`config.mk`:
```
export PLATFORM = sky130hd
export DESIGN_NAME = strength_resolve_net
export DESIGN_NICKNAME = d
export VERILOG_FILES = /design/src/rtl/strength_resolve_net.sv
export SDC_FILE = /design/constraint.sdc
export NUM_CORES = 1
export LEC_CHECK = 0
export ABC_AREA = 1
export CORE_AREA = 5 5 137 139
export CTS_CLUSTER_DIAMETER = 200
export DETAILED_ROUTE_END_ITERATION = 8
export DIE_AREA = 0 0 142 144
export HOLD_SLACK_MARGIN = 0.02
export PLACE_DENSITY_LB_ADDON = 0.08
export REMOVE_ABC_BUFFERS = 1
export SLEW_MARGIN = 30
export SYNTH_ARGS = -nofsm -noshare
export SYNTH_HDL_FRONTEND = slang
export SYNTH_SLANG_ARGS = --single-unit
```
`constraint.sdc`:
```
create_clock -name clk -period 10.11 [get_ports clk]
set_input_delay 2.022 -clock clk [delete_from_list [all_inputs] [get_ports clk]]
set_output_delay 2.022 -clock clk [all_outputs]
set_load 0.03 [all_outputs]
```
`src/rtl/strength_resolve_net.sv`:
```
// strength_resolve_net: resolves NUM_DRV strength-tagged drivers onto one WIDTH-bit
// net using wired-net strength rules. Two register stages: stage 1 holds the
// per-bit max0/max1 strengths, stage 2 resolves them and optionally keeps trireg charge.
module strength_resolve_net #(
   parameter int NUM_DRV      = 4,
   parameter int WIDTH        = 8,
   parameter int TRIREG       = 0,
   parameter int DECAY_CYCLES = 16,
   parameter int CNT_W        = 16
) (
   input  logic                     clk,
   input  logic                     rst_n,
   input  logic                     in_valid,
   input  logic [NUM_DRV*WIDTH-1:0] drv_val,
   input  logic [NUM_DRV*WIDTH-1:0] drv_en,
   input  logic [NUM_DRV*3-1:0]     drv_str0,
   input  logic [NUM_DRV*3-1:0]     drv_str1,
   input  logic                     cnt_clr,
   output logic                     out_valid,
   output logic [WIDTH-1:0]         out_val,
   output logic [WIDTH-1:0]         out_x,
   output logic [WIDTH-1:0]         out_z,
   output logic [CNT_W-1:0]         conflict_cnt
);

   localparam int DW = (DECAY_CYCLES > 0) ? $clog2(DECAY_CYCLES + 1) : 1;

   logic [2:0]              vld_pipe;
   logic [WIDTH-1:0][2:0]   max0_d, max1_d, max0_q, max1_q;
   logic [WIDTH-1:0]        res_x_v;
   logic                    any_x;
   logic [CNT_W-1:0]        cnt_q;

   assign vld_pipe[0] = in_valid;

   // Strongest 0 and strongest 1 seen on each bit; a released or strength-0 driver adds nothing
   always_comb begin
      max0_d = '0;
      max1_d = '0;
      for (int b = 0; b < WIDTH; b++) begin
         for (int d = 0; d < NUM_DRV; d++) begin
            if (drv_en[d*WIDTH+b]) begin
               if (drv_val[d*WIDTH+b]) begin
                  if (drv_str1[d*3 +: 3] > max1_d[b]) max1_d[b] = drv_str1[d*3 +: 3];
               end else begin
                  if (drv_str0[d*3 +: 3] > max0_d[b]) max0_d[b] = drv_str0[d*3 +: 3];
               end
            end
         end
      end
   end

   // Stage 1 strength capture plus the valid shift register for both stages
   always_ff @(posedge clk) begin
      if (!rst_n) begin
         vld_pipe[2:1] <= '0;
         max0_q        <= '0;
         max1_q        <= '0;
      end else begin
         vld_pipe[2:1] <= vld_pipe[1:0];
         if (in_valid) begin
            max0_q <= max0_d;
            max1_q <= max1_d;
         end
      end
   end

   genvar b;
   generate
      for (b = 0; b < WIDTH; b++) begin : gen_bit
         logic          res_z, res_0, res_1, res_x;
         logic          chg_q, chg_d, chgv_q, chgv_d, dead_q, dead_d;
         logic [DW-1:0] dcnt_q, dcnt_d;
         logic          oval_q, oval_d, ox_q, ox_d, oz_q, oz_d;

         assign res_z      = (max0_q[b] == 3'd0) && (max1_q[b] == 3'd0);
         assign res_1      = max1_q[b] > max0_q[b];
         assign res_0      = max0_q[b] > max1_q[b];
         assign res_x      = !res_z && (max0_q[b] == max1_q[b]);
         assign res_x_v[b] = res_x;

         // Resolution plus charge bookkeeping; decay ticks every clock, a valid result then overrides it
         always_comb begin
            chg_d  = chg_q;
            chgv_d = chgv_q;
            dead_d = dead_q;
            dcnt_d = dcnt_q;
            oval_d = oval_q;
            ox_d   = ox_q;
            oz_d   = oz_q;
            if (TRIREG != 0 && DECAY_CYCLES != 0 && chg_q && dcnt_q != '0) begin
               dcnt_d = dcnt_q - DW'(1);
               if (dcnt_q == DW'(1)) begin
                  chg_d  = 1'b0;
                  dead_d = 1'b1;
               end
            end
            if (vld_pipe[1]) begin
               if (res_0 || res_1) begin
                  oval_d = res_1;
                  ox_d   = 1'b0;
                  oz_d   = 1'b0;
                  if (TRIREG != 0) begin
                     chg_d  = 1'b1;
                     chgv_d = res_1;
                     dead_d = 1'b0;
                     dcnt_d = DW'(DECAY_CYCLES);
                  end
               end else if (res_x) begin
                  oval_d = 1'b0;
                  ox_d   = 1'b1;
                  oz_d   = 1'b0;
                  chg_d  = 1'b0;
                  dead_d = 1'b0;
                  dcnt_d = '0;
               end else if (chg_d) begin
                  // undriven but charge still alive: show the stored level
                  oval_d = chgv_q;
                  ox_d   = 1'b0;
                  oz_d   = 1'b0;
               end else if (dead_d) begin
                  // charge decayed away: unknown until redriven
                  oval_d = 1'b0;
                  ox_d   = 1'b1;
                  oz_d   = 1'b0;
               end else begin
                  oval_d = 1'b0;
                  ox_d   = 1'b0;
                  oz_d   = 1'b1;
               end
            end
         end

         // Stage 2 output and charge registers
         always_ff @(posedge clk) begin
            if (!rst_n) begin
               chg_q  <= 1'b0;
               chgv_q <= 1'b0;
               dead_q <= 1'b0;
               dcnt_q <= '0;
               oval_q <= 1'b0;
               ox_q   <= 1'b0;
               oz_q   <= 1'b1;
            end else begin
               chg_q  <= chg_d;
               chgv_q <= chgv_d;
               dead_q <= dead_d;
               dcnt_q <= dcnt_d;
               oval_q <= oval_d;
               ox_q   <= ox_d;
               oz_q   <= oz_d;
            end
         end

         assign out_val[b] = oval_q;
         assign out_x[b]   = ox_q;
         assign out_z[b]   = oz_q;
      end
   endgenerate

   // One count per valid sample with any contention bit, never per bit
   assign any_x = vld_pipe[1] && (|res_x_v);

   // Saturating contention counter; a clear that coincides with an increment lands on 1
   always_ff @(posedge clk) begin
      if (!rst_n) begin
         cnt_q <= '0;
      end else if (cnt_clr) begin
         cnt_q <= any_x ? CNT_W'(1) : '0;
      end else if (any_x && !(&cnt_q)) begin
         cnt_q <= cnt_q + CNT_W'(1);
      end
   end

   assign out_valid    = vld_pipe[2];
   assign conflict_cnt = cnt_q;

endmodule

```
==> impl_metrics.csv <==
group,metric,value,unit
place,dp_hpwl,23.5,mm
place,globalplace.congestion,0.936,
floorplan,dieArea,0.0204,mm2
global_routing,grt_max_degree,75,
drt,detail-route-antenna-nets,0,
clock_network,clockRootBuffer,"clkbuf_16",
drt,top_layer,"met4",
timing,max_slew_margin,34.3,%
setup_path,r2r_cells,12,
timing,setup_tns,0,ns
global_routing,grt_pass1_vias,10260,
drt,drc,0,
timing,finalCritPeriodShare,64.2,%
timing,setup_viol,0,
synthesis,postSynthCellCount,1645,
clock_network,htree_levels,3,
drt,m1WireLength,13.3,mm
setup_path,cp.arrival,6.69,ns
timing,drv_slew,0,
clock_network,cts_sinks,90,
synthesis,synth_area_leaders,"ha_1 (20%), dfxtp_1 (17%), nand2_1 (12%), nand3_1 (11%), inv_1 (6.9%)",
finish,nets,1994,
synthesis,yosys_warnings,0,
global_routing,antenna_found_initial,0,
finish,design_area,0.0121,mm2
pwr,peakVddDrop,0.000101,V
clock_network,cts_buffers,9,
setup_path,max_stage_delay,0.82,ns
synthesis,yosys_register_bits,90,
clock_network,clkTransAtPathRegs,0.07,ns
finish,seq_area,0.00180,mm2
synthesis,ys_seq_area_share,17.2,%
clock_network,clock_latency,0.35,ns
drt,vias,11431,
setup_path,critical_path_class,"primary input to register",
setup_path,cp_top_family,"simple AND/OR/NAND/NOR gates",
floorplan,die_x,142,um
run,timing.max_cap.violations,0,
clock_network,post_cts_buffers,0,
timing,fin_ws,3.62,ns
setup_path,slowest_stage,"clkdlybuf4s50_1",
pwr,powerDensity,108,mW/mm2
setup_path,crit_top_cell,"nand2_1",
timing,rsz0062_at_grt,"false",
clock_network,cts_buffer_depth,2,
setup_path,critPathRequiredTime,10.31,ns
setup_path,reg2reg_from,"max1_q[17]$_SDFFE_PN0P_",
synthesis,synth_top_area_share,20.2,%
clock_network,cts_tree,"built",
drt,vias_per_cell,5.81,
place,port_buffers,132,
setup_path,cp_cell_sequence,"clkdlybuf4s50_1 -> nand3_1 -> ha_1 -> nand2_1 -> o21ai_0 -> nand3_1 -> nand2_1 -> nand2_1 -> ha_1 -> nand2_1 -> o21ai_0 -> nand4_1 -> nor2_1 -> a31oi_1 -> ha_1 -> nand2_1 -> o21ai_0 -> nand4_1 -> o21ai_0 -> inv_1 -> nand2_1 -> a21oi_1",
drt,wire_per_inst,15.9,um
place,detailedPlace.worstSlack,3.32,ns
setup_path,crit_buf_inv,2,
finish,insertedDiodeCount,0,
global_routing,grt_pass1_wl,49.9,mm
setup_path,endpoint_kind,"register",
global_routing,overflow,0,
floorplan,rows,49,
floorplan,io_pins,133,
finish,num-fill-cells,1595,
finish,syn2layout_area_growth,15.4,%
setup_path,crit_path_start_kind,"primary input",
setup_path,timing.rr.end,"conflict_cnt[10]$_SDFFE_PN0P_",
synthesis,synth_top_area_cell,"ha_1",
timing,fmax,0.154,GHz
drt,met3_length,2.66,mm
drt,wl,31.4,mm
min_path,whs_path_depth,2,
setup_path,crit_cells,22,
timing,finalCriticalPeriod,6.49,ns
timing,clock_skew,0.00682,ns
timing,hold_ws,0.468,ns
setup_path,cp_max_fo,8,
min_path,hold_path_end,"gen_bit[2].ox_q$_SDFFE_PN0P_",
floorplan,die_h,144,um
status,outcome,"finished clean",
floorplan,start_util,59.6,%
synthesis,netlist_area,0.0104,mm2
min_path,hp-class,"register to register",
synthesis,synth_cell_type_count,33,
synthesis,syn_area_per_cell,6.35,um2
drt,drtIter0Drc,999,
clock_network,cts_hold_buf,0,
drt,met2_length,14.3,mm
drt,drtPass1Iterations,6,
global_routing,grt_usage,30.2,%
finish,multi_input_area,0.00759,mm2
timing,hold_violations,0,
finish,drive_gt1_share,2.53,%
pwr,p_leak,5.71,nW
clock_network,postCtsResizedCells,0,
timing,worst_pin_slew,0.983,ns
floorplan,core_area,0.0175,mm2
min_path,min_from,"gen_bit[2].ox_q$_SDFFE_PN0P_",
setup_path,r2r_slack,7.86,ns
place,placed_area,0.0118,mm2
==> metrics by stage <==
step           utilization [%]  cells  total power, mW
2_1_floorplan                -   1586            0.770
3_3_place_gp              67.1   1951            0.940
3_5_place_dp              67.1   1951            0.957
4_1_cts                   68.8   1967             1.30
5_1_grt                   68.8   1967             1.40
6_report                  68.8   1967             1.30
==> metal layers <==
layer | global-route usage (%) | vias up
met4 | 10.9 | 0
met1 | 39.3 | 5059
li1 | - | 5854
met3 | 4.83 | 69
met5 | 0 | -
met2 | 50.9 | 449
==> worst max-delay path by stage <==
stage / end / slack (ns) / startpoint
floorplan: max1_q[12]$_SDFFE_PN0P_ / 4.77 / drv_str1[3]
global placement: max1_q[3]$_SDFFE_PN0P_ / 3.47 / drv_str1[3]
detailed placement: max1_q[3]$_SDFFE_PN0P_ / 3.32 / drv_str1[3]
CTS: max1_q[3]$_SDFFE_PN0P_ / 3.68 / drv_str1[3]
global route: max1_q[3]$_SDFFE_PN0P_ / 3.13 / drv_str1[3]
finish: max1_q[3]$_SDFFE_PN0P_ / 3.62 / drv_str1[2]
==> placed cells by master (no fill, tap or decap), types with 3 or more instances in the layout <==
| cell | instances |
|---|---|
| ha_1 | 169 |
| and2_1 | 16 |
| nand2_2 | 3 |
| clkbuf_16 | 9 |
| a21boi_0 | 16 |
| clkinv_1 | 4 |
| nor3_1 | 9 |
| or2_2 | 15 |
| o21ai_0 | 129 |
| a31oi_1 | 16 |
| nand3b_1 | 16 |
| dfxtp_1 | 90 |
| nand4_1 | 89 |
| buf_4 | 4 |
| xor2_1 | 8 |
| clkdlybuf4s50_1 | 132 |
| inv_1 | 189 |
| a21oi_1 | 131 |
| nand3_1 | 237 |
| nor2_1 | 95 |
| o21ai_1 | 5 |
| a211oi_1 | 3 |
| nand2_1 | 336 |
==> cell usage after synthesis <==
library cell and count:
nand2_1 336, nand4_1 89, or2_2 15, nand3b_1 16, or2_0 1, ha_1 169, nor2_4 2, xor2_1 8
buf_8 1, a211oi_1 3, o21ai_1 5, buf_4 24, buf_2 2, o21bai_1 1, clkinv_1 3, a31oi_1 16
buf_1 3, nand4_4 1, clkbuf_1 29, dfxtp_1 90, nand2_4 1, o21ai_0 129, nand3_1 237, nand2_2 3
nor2_1 95, nor2_2 1, and2_1 16, a21oi_1 131, xnor2_1 1, inv_1 191, nor3_1 9, a21boi_0 16
nand3_4 1
==> flip-flops by register name, indices dropped and copies added (netlist names) <==
name and cells:
max0_q 24, max1_q 24, conflict_cnt 16, gen_bit.oval_q 8, gen_bit.ox_q 8, gen_bit.oz_q 8, out_valid 1, vld_pipe 1
==> layout make-up <==
| cell class | count | area share [%] |
|---|---|---|
| clock buffers | 10 | 1.90 |
| well taps | 229 | 2.38 |
| inverters | 194 | 6.04 |
| repair buffers | 136 | 11.2 |
| flip-flops and latches | 90 | 14.9 |
| clock inverters | 6 | 0.540 |
| multi-input cells | 1302 | 63.0 |
==> power by group <==
part / internal [mW] / total (mW) / switching (mW) / leakage (nW)
sequential: 0.380 / 0.399 / 0.0191 / 0.736
combinational: 0.212 / 0.558 / 0.347 / 4.84
clock: 0.193 / 0.343 / 0.150 / 0.143
==> cells by family after synthesis <==
family / after synthesis / synth area share (%)
compound gates: 301 / 15.1
simple gates: 823 / 36.6
buf+inv: 253 / 10.1
fa+ha+maj: 169 / 20.2
xor+xnor: 9 / 0.754
flops: 90 / 17.2
==> tightest hold or removal path, cell delays in order, from the launching register on <==
cell,delay [ns]
dfxtp_1,0.31
nand2_1,0.06
a21oi_1,0.06
(Power assumes the default switching activity.)
